$ cat src/rtl/bullet_hit_scanner.sv
// Purpose: per-frame walk of the bullet list that clears bullets hitting live enemy boxes.
// Latency: 2 cycles per entry (WAIT, CHECK); done 2*min(N+1,DEPTH) cycles after start.
// Backpressure: none; the memory read port must answer in one cycle, and start is ignored while busy.
module bullet_hit_scanner #(
   parameter int DEPTH   = 64,
   parameter int SIZE    = 32,
   parameter int ENEMIES = 4,
   parameter int ENEMY_W = 32,
   parameter int ENEMY_H = 32,
   localparam int AW     = $clog2(DEPTH)
) (
   input  logic                    clock,
   input  logic                    reset,
   input  logic                    start,
   output logic [AW-1:0]           rd_addr,
   input  logic [23:0]             rd_data,
   output logic                    wr_en,
   output logic [AW-1:0]           wr_addr,
   output logic [23:0]             wr_data,
   input  logic [12*ENEMIES-1:0]   enemy_x,
   input  logic [11*ENEMIES-1:0]   enemy_y,
   input  logic [ENEMIES-1:0]      enemy_alive,
   output logic [ENEMIES-1:0]      hit_mask,
   output logic [7:0]              hit_count,
   output logic                    busy,
   output logic                    done
);

   typedef enum logic [1:0] {
      S_IDLE,
      S_WAIT,
      S_CHECK,
      S_DONE
   } state_t;

   state_t               state_q, state_d;
   logic [AW-1:0]        rd_addr_q, rd_addr_d;
   logic [AW-1:0]        wr_addr_q, wr_addr_d;
   logic                 wr_en_q, wr_en_d;
   logic [ENEMIES-1:0]   hit_mask_q, hit_mask_d;
   logic [7:0]           hit_count_q, hit_count_d;
   logic                 busy_q, busy_d;
   logic                 done_q, done_d;

   // Widened bullet coordinates so edge sums never wrap.
   logic [12:0]          bx;
   logic [11:0]          by;
   logic [ENEMIES-1:0]   overlap;
   logic [ENEMIES-1:0]   cand;
   logic [ENEMIES-1:0]   pick;

   assign bx = {1'b0, rd_data[12:1]};
   assign by = {1'b0, rd_data[23:13]};

   // Box-overlap test of the current bullet against every enemy in parallel.
   always_comb begin
      overlap = '0;
      for (int i = 0; i < ENEMIES; i++) begin
         overlap[i] = (bx < ({1'b0, enemy_x[12*i +: 12]} + 13'(ENEMY_W))) &&
                      ({1'b0, enemy_x[12*i +: 12]} < (bx + 13'(SIZE))) &&
                      (by < ({1'b0, enemy_y[11*i +: 11]} + 12'(ENEMY_H))) &&
                      ({1'b0, enemy_y[11*i +: 11]} < (by + 12'(SIZE)));
      end
   end

   // Only live enemies not yet struck this scan are candidates; lowest index wins.
   assign cand = overlap & enemy_alive & ~hit_mask_q;
   assign pick = cand & (~cand + ENEMIES'(1));

   // Next-state and output computation for the scan sequencer.
   always_comb begin
      state_d     = state_q;
      rd_addr_d   = rd_addr_q;
      wr_addr_d   = wr_addr_q;
      wr_en_d     = 1'b0;
      hit_mask_d  = hit_mask_q;
      hit_count_d = hit_count_q;
      case (state_q)
         S_IDLE: begin
            if (start) begin
               rd_addr_d  = '0;
               hit_mask_d = '0;
               state_d    = S_WAIT;
            end
         end
         S_WAIT: begin
            state_d = S_CHECK;
         end
         S_CHECK: begin
            if (!rd_data[0]) begin
               // First invalid entry terminates the compacted list.
               state_d = S_DONE;
            end else begin
               if (|cand) begin
                  hit_mask_d = hit_mask_q | pick;
                  if (hit_count_q != 8'hFF) begin
                     hit_count_d = hit_count_q + 8'd1;
                  end
                  wr_en_d   = 1'b1;
                  wr_addr_d = rd_addr_q;
               end
               if (rd_addr_q == AW'(DEPTH - 1)) begin
                  state_d = S_DONE;
               end else begin
                  rd_addr_d = rd_addr_q + AW'(1);
                  state_d   = S_WAIT;
               end
            end
         end
         S_DONE: begin
            state_d = S_IDLE;
         end
         default: begin
            state_d = S_IDLE;
         end
      endcase
      busy_d = (state_d != S_IDLE);
      done_d = (state_d == S_DONE);
   end

   // State and registered outputs; reset aborts a scan immediately.
   always_ff @(posedge clock or negedge reset) begin
      if (!reset) begin
         state_q     <= S_IDLE;
         rd_addr_q   <= '0;
         wr_addr_q   <= '0;
         wr_en_q     <= 1'b0;
         hit_mask_q  <= '0;
         hit_count_q <= '0;
         busy_q      <= 1'b0;
         done_q      <= 1'b0;
      end else begin
         state_q     <= state_d;
         rd_addr_q   <= rd_addr_d;
         wr_addr_q   <= wr_addr_d;
         wr_en_q     <= wr_en_d;
         hit_mask_q  <= hit_mask_d;
         hit_count_q <= hit_count_d;
         busy_q      <= busy_d;
         done_q      <= done_d;
      end
   end

   assign rd_addr   = rd_addr_q;
   assign wr_addr   = wr_addr_q;
   assign wr_en     = wr_en_q;
   assign wr_data   = 24'h0;
   assign hit_mask  = hit_mask_q;
   assign hit_count = hit_count_q;
   assign busy      = busy_q;
   assign done      = done_q;

endmodule

$ cat config.mk
export PLATFORM = sky130hd
export DESIGN_NAME = bullet_hit_scanner
export DESIGN_NICKNAME = d
export VERILOG_FILES = /design/src/rtl/bullet_hit_scanner.sv
export SDC_FILE = /design/constraint.sdc
export NUM_CORES = 1
export LEC_CHECK = 0
export CAP_MARGIN = 40
export CORE_MARGIN = 3
export CORE_UTILIZATION = 54
export CTS_BUF_LIST = sky130_fd_sc_hd__clkbuf_16
export CTS_CLUSTER_SIZE = 8
export DETAILED_ROUTE_END_ITERATION = 7
export PLACE_DENSITY_LB_ADDON = 0.12
export SYNTH_ARGS = -nofsm -noshare
export SYNTH_HDL_FRONTEND = slang
export SYNTH_SLANG_ARGS = --single-unit
$ cat constraint.sdc
create_clock -name clock -period 7 [get_ports clock]
set_input_delay 1.4 -clock clock [delete_from_list [all_inputs] [get_ports clock]]
set_output_delay 1.4 -clock clock [all_outputs]
set_load 0.01 [all_outputs]
==> results.md <==
STA:
- Clock skew on the completed layout was measured at 0.00778 ns.
- The max-slew violation total from the final report was 0.
- The clock period could shrink to 5.09 ns.
- The final-report hold violation count is 0.
- Static timing analysis puts the maximum clock frequency at 196 MHz.
- At the pin with the least slew margin, the transition time is 0.881 ns.
- The final worst slack is 1.91 ns.
- The worst path uses 72.8% of the clock period.
- Setup repair after global routing left no endpoint under its margin.
- The count of endpoints failing setup in the final report is 0.
- The relative slew slack is 41.1%.
- The summed negative setup slack over all endpoints is 0 ns.

CTS:
- The hold buffer count at cts is 0.
- The TritonCTS buffer count is 5.
- The insertion delay of the later-clocked pin in the worst-skew pair is 0.28 ns.
- The number of gates resized after CTS was 0.
- No sink is reached through more buffers than the 2 on the longest clock path.
- The total setup buffers inserted after CTS is 0.
- The maximum level of the CTS H-tree is 2.
- The CTS clock-pin slew for the worst setup and hold paths is 0.05 ns.
- The tree is rooted in a clkbuf_16.
- The total clock sinks is 29.
- TritonCTS built the clock tree.

Yosys:
- In this run, synthesis produced a sequential element count of 29.
- The post-synthesis average cell area is 8.62 um^2.
- The number of standard cells after synthesis is 726.
- The synthesized design contains 0 enable-type register cells.
- In the synthesized netlist the dominant register cell turns out to be dfrtp_1.
- The post-synthesis cell area is 0.00626 mm^2.
- During synthesis, Yosys emitted a total of 0 warnings.
- The fraction of synthesis flops using an asynchronous set or reset pin is 100%.
- The share of the Yosys chip area taken by registers is 11.6%.
- The distinct cell type count of the synthesized netlist is 73.

Worst setup path:
- Among all stages on the critical path, the largest delay is contributed by clkdlybuf4s50_1.
- The kind of cell with the highest combined delay along the critical path is simple AND/OR/NAND/NOR gates.
- On the worst path, the slowest cell contributes a delay of 0.69 ns.
- The origin of the critical flop-to-flop path is rd_addr[0].
- Counting both buffers and inverters, the worst setup path holds a total of 1.
- The maximum fanout count along the critical path is 8.
- The critical path is of the input pin to register type.
- The register-to-register setup slack is 4.39 ns.
- Data arrives at the worst endpoint at 5.25 ns.
- The end of the worst register-to-register path is rd_addr[5].
- The nature of the critical path endpoint is a register.
- The required time at the worst-slack endpoint is 7.15 ns.
- The critical path goes through clkdlybuf4s50_1 > ha_1 > nand3_1 > xor2_1 > ha_1 > a211o_1 > a211oi_1 > a2111oi_0 > nor4_2 > nor4_4 > nor4_2 > mux2_1.
- Measured in cells, the most critical reg-to-reg path has a length of 8.
- STA classifies the critical path startpoint as an input pin.

Drt:
- After detailed routing, the total wire length is 18600 um.
- The routed layout has 6102 vias.
- For this block, the initial DRC count from the detailed router was 415.
- The first detailed-routing pass took 5 iterations.
- Dividing the detail-routed via count by the number of cells gives 5.99.
- After detailed routing, the average wire length per cell comes to 18.3 um.
- The remaining antenna violation count is 0.
- The DRC violation count after routing is 0.

Die:
- The floorplan die width is 114 um.
- The die covers 0.0129 mm^2.
- The floorplan has 38 rows.
- The starting density of the core is 56.5%.
- The die outline height is 114 um.
- The core region is 0.0111 mm^2.
- The total I/O pin count is 174.

Placed design:
- The pre-CTS setup slack is 1.65 ns.
- Input and output buffers added on the ports amount to 149.
- Routability-driven placement finished with a final weighted congestion of 0.903.
- In this run, placement finished with an instance count of 1010.
- Detailed placement ended at an HPWL of 15900 um.

Power:
- The static leakage power is 3.76 nW.
- The total power density per cell area is 133 mW/mm^2.
- Across the VDD grid, the largest voltage drop is 182 uV.

Hold path:
- The worst hold-check path type is register to register.
- The worst hold path terminates at wr_addr[3].
- The cell count of the worst hold path is 1.
- In this run the most critical hold path is launched from wr_addr[3].

Cells and area:
- Compared with the post-synthesis result, the final layout area differs by 27.3%.
- The number of nets at the end of the flow is 1168.
- 0 antenna diodes ended up in the layout.
- The top cell types in the final layout, fill and taps aside, are ha_1 (168), clkdlybuf4s50_1 (149), inv_1 (60).
- The number of non-filler instances in the completed layout is 1018.
- The most common library cell in the layout ignoring fill and taps is ha_1.
- In the final layout, the share of cells above drive strength 1 is 4.33%.
- Cells fill 71.9% of the core in the end.

Outcome:
- The flow ran to the end, and the final reports show no timing, DRC or antenna violations.

Global routing:
- Entering global routing, the biggest net connects 30 pins.
- The first global-routing pass estimated 30500 um of wire.
- The global router's overall resource usage is 28.8%.
- The overall overflow remaining after global route is 0.
- The number of global-route vias before repair is 6274.
- The number of antenna violations at the first check in global routing is 0.

Job:
- Max-cap violations in this run came to 0.
==> registers in the layout, indices dropped and copies added, names as in the netlist <==
name / flops
busy: 1
done: 1
hit_count: 8
hit_mask: 4
rd_addr: 6
state_q: 2
wr_addr: 6
wr_en: 1
==> worst max-delay path by stage <==
stage / slack (ns) / endpoint / cells past startpoint / start
final: 1.91 / hit_count[7] / 12 / rd_data[19]
after global routing: 1.71 / hit_count[1] / 12 / rd_data[19]
after CTS: 1.92 / hit_count[7] / 12 / rd_data[18]
after detailed placement: 1.65 / wr_addr[1] / 12 / rd_data[21]
after global placement: 1.77 / hit_count[7] / 12 / rd_data[19]
after floorplan: 2.81 / hit_count[7] / 11 / rd_data[18]
==> layout make-up <==
cell class                 count  area [um^2]
inverter                      59          221
tap                          140          175
sequential                    29          726
multi-input combinational    632         5180
timing repair buffer         150         1500
fill                         890         3120
clock inverter                 3         37.5
clock buffer                   5          125
==> cell families after synthesis <==
group	count (synthesis)	share of synthesized area, %
other	1	0.0599
buffers and inverters	88	7.02
and+or+nand+nor	205	18.8
adders and majority gates	168	33.6
AOI/OAI and AO/OA	174	19.3
DFF	29	11.6
xor gates and xnor gates	51	7.44
muxes	10	2.20
==> metrics by stage <==
stage	hold slack (ns)	power (W)	area, um^2
5_1_grt	0.534	0.00114	7960
3_3_place_gp	0.499	0.000796	7800
3_5_place_dp	0.501	0.000819	7800
2_1_floorplan	0.511	0.000574	6340
4_1_cts	0.516	0.00106	7960
6_report	0.514	0.00106	7960
==> metal layers <==
layer / up-vias / track usage [%] / routed length (um)
met5: - / 0 / 0
met4: 0 / 9.05 / 525
met1: 2873 / 37.0 / 7960
met3: 40 / 3.55 / 1150
li1: 2962 / - / -
met2: 227 / 50.1 / 8970
==> synth_stat cells, drive strengths merged (3+ instances only) <==
cell,number,share of area [%]
a211oi,12,1.5
nand3,56,4.5
ha,168,34
buf,27,3.4
a221oi,8,1.5
o22ai,3,0.30
nor3,11,1.1
xor2,35,4.9
dfrtp,29,12
o31ai,8,0.96
and2,3,0.34
xnor2,16,2.5
o2111ai,5,0.70
and3,19,2.1
inv,59,3.5
o21a,9,1.1
o21ai,37,3.0
mux2,9,2.0
nand4,9,1.0
a2111oi,5,0.72
a21boi,5,0.60
a21o,13,1.6
a211o,5,0.70
a21oi,35,2.8
nand2,36,2.2
and4,3,0.46
nand2b,15,1.5
o211ai,9,1.2
o21bai,5,0.60
nor4,9,1.7
nor2,33,2.2
==> power breakdown <==
part | switching, W | leakage [nW] | internal, W
logic | 0.000306 | 3.29 | 0.000282
clock network | 0.0000724 | 0.0826 | 0.000165
registers | 0.0000357 | 0.392 | 0.000200
total | 0.000414 | 3.76 | 0.000647
(Power assumes the default switching activity.)
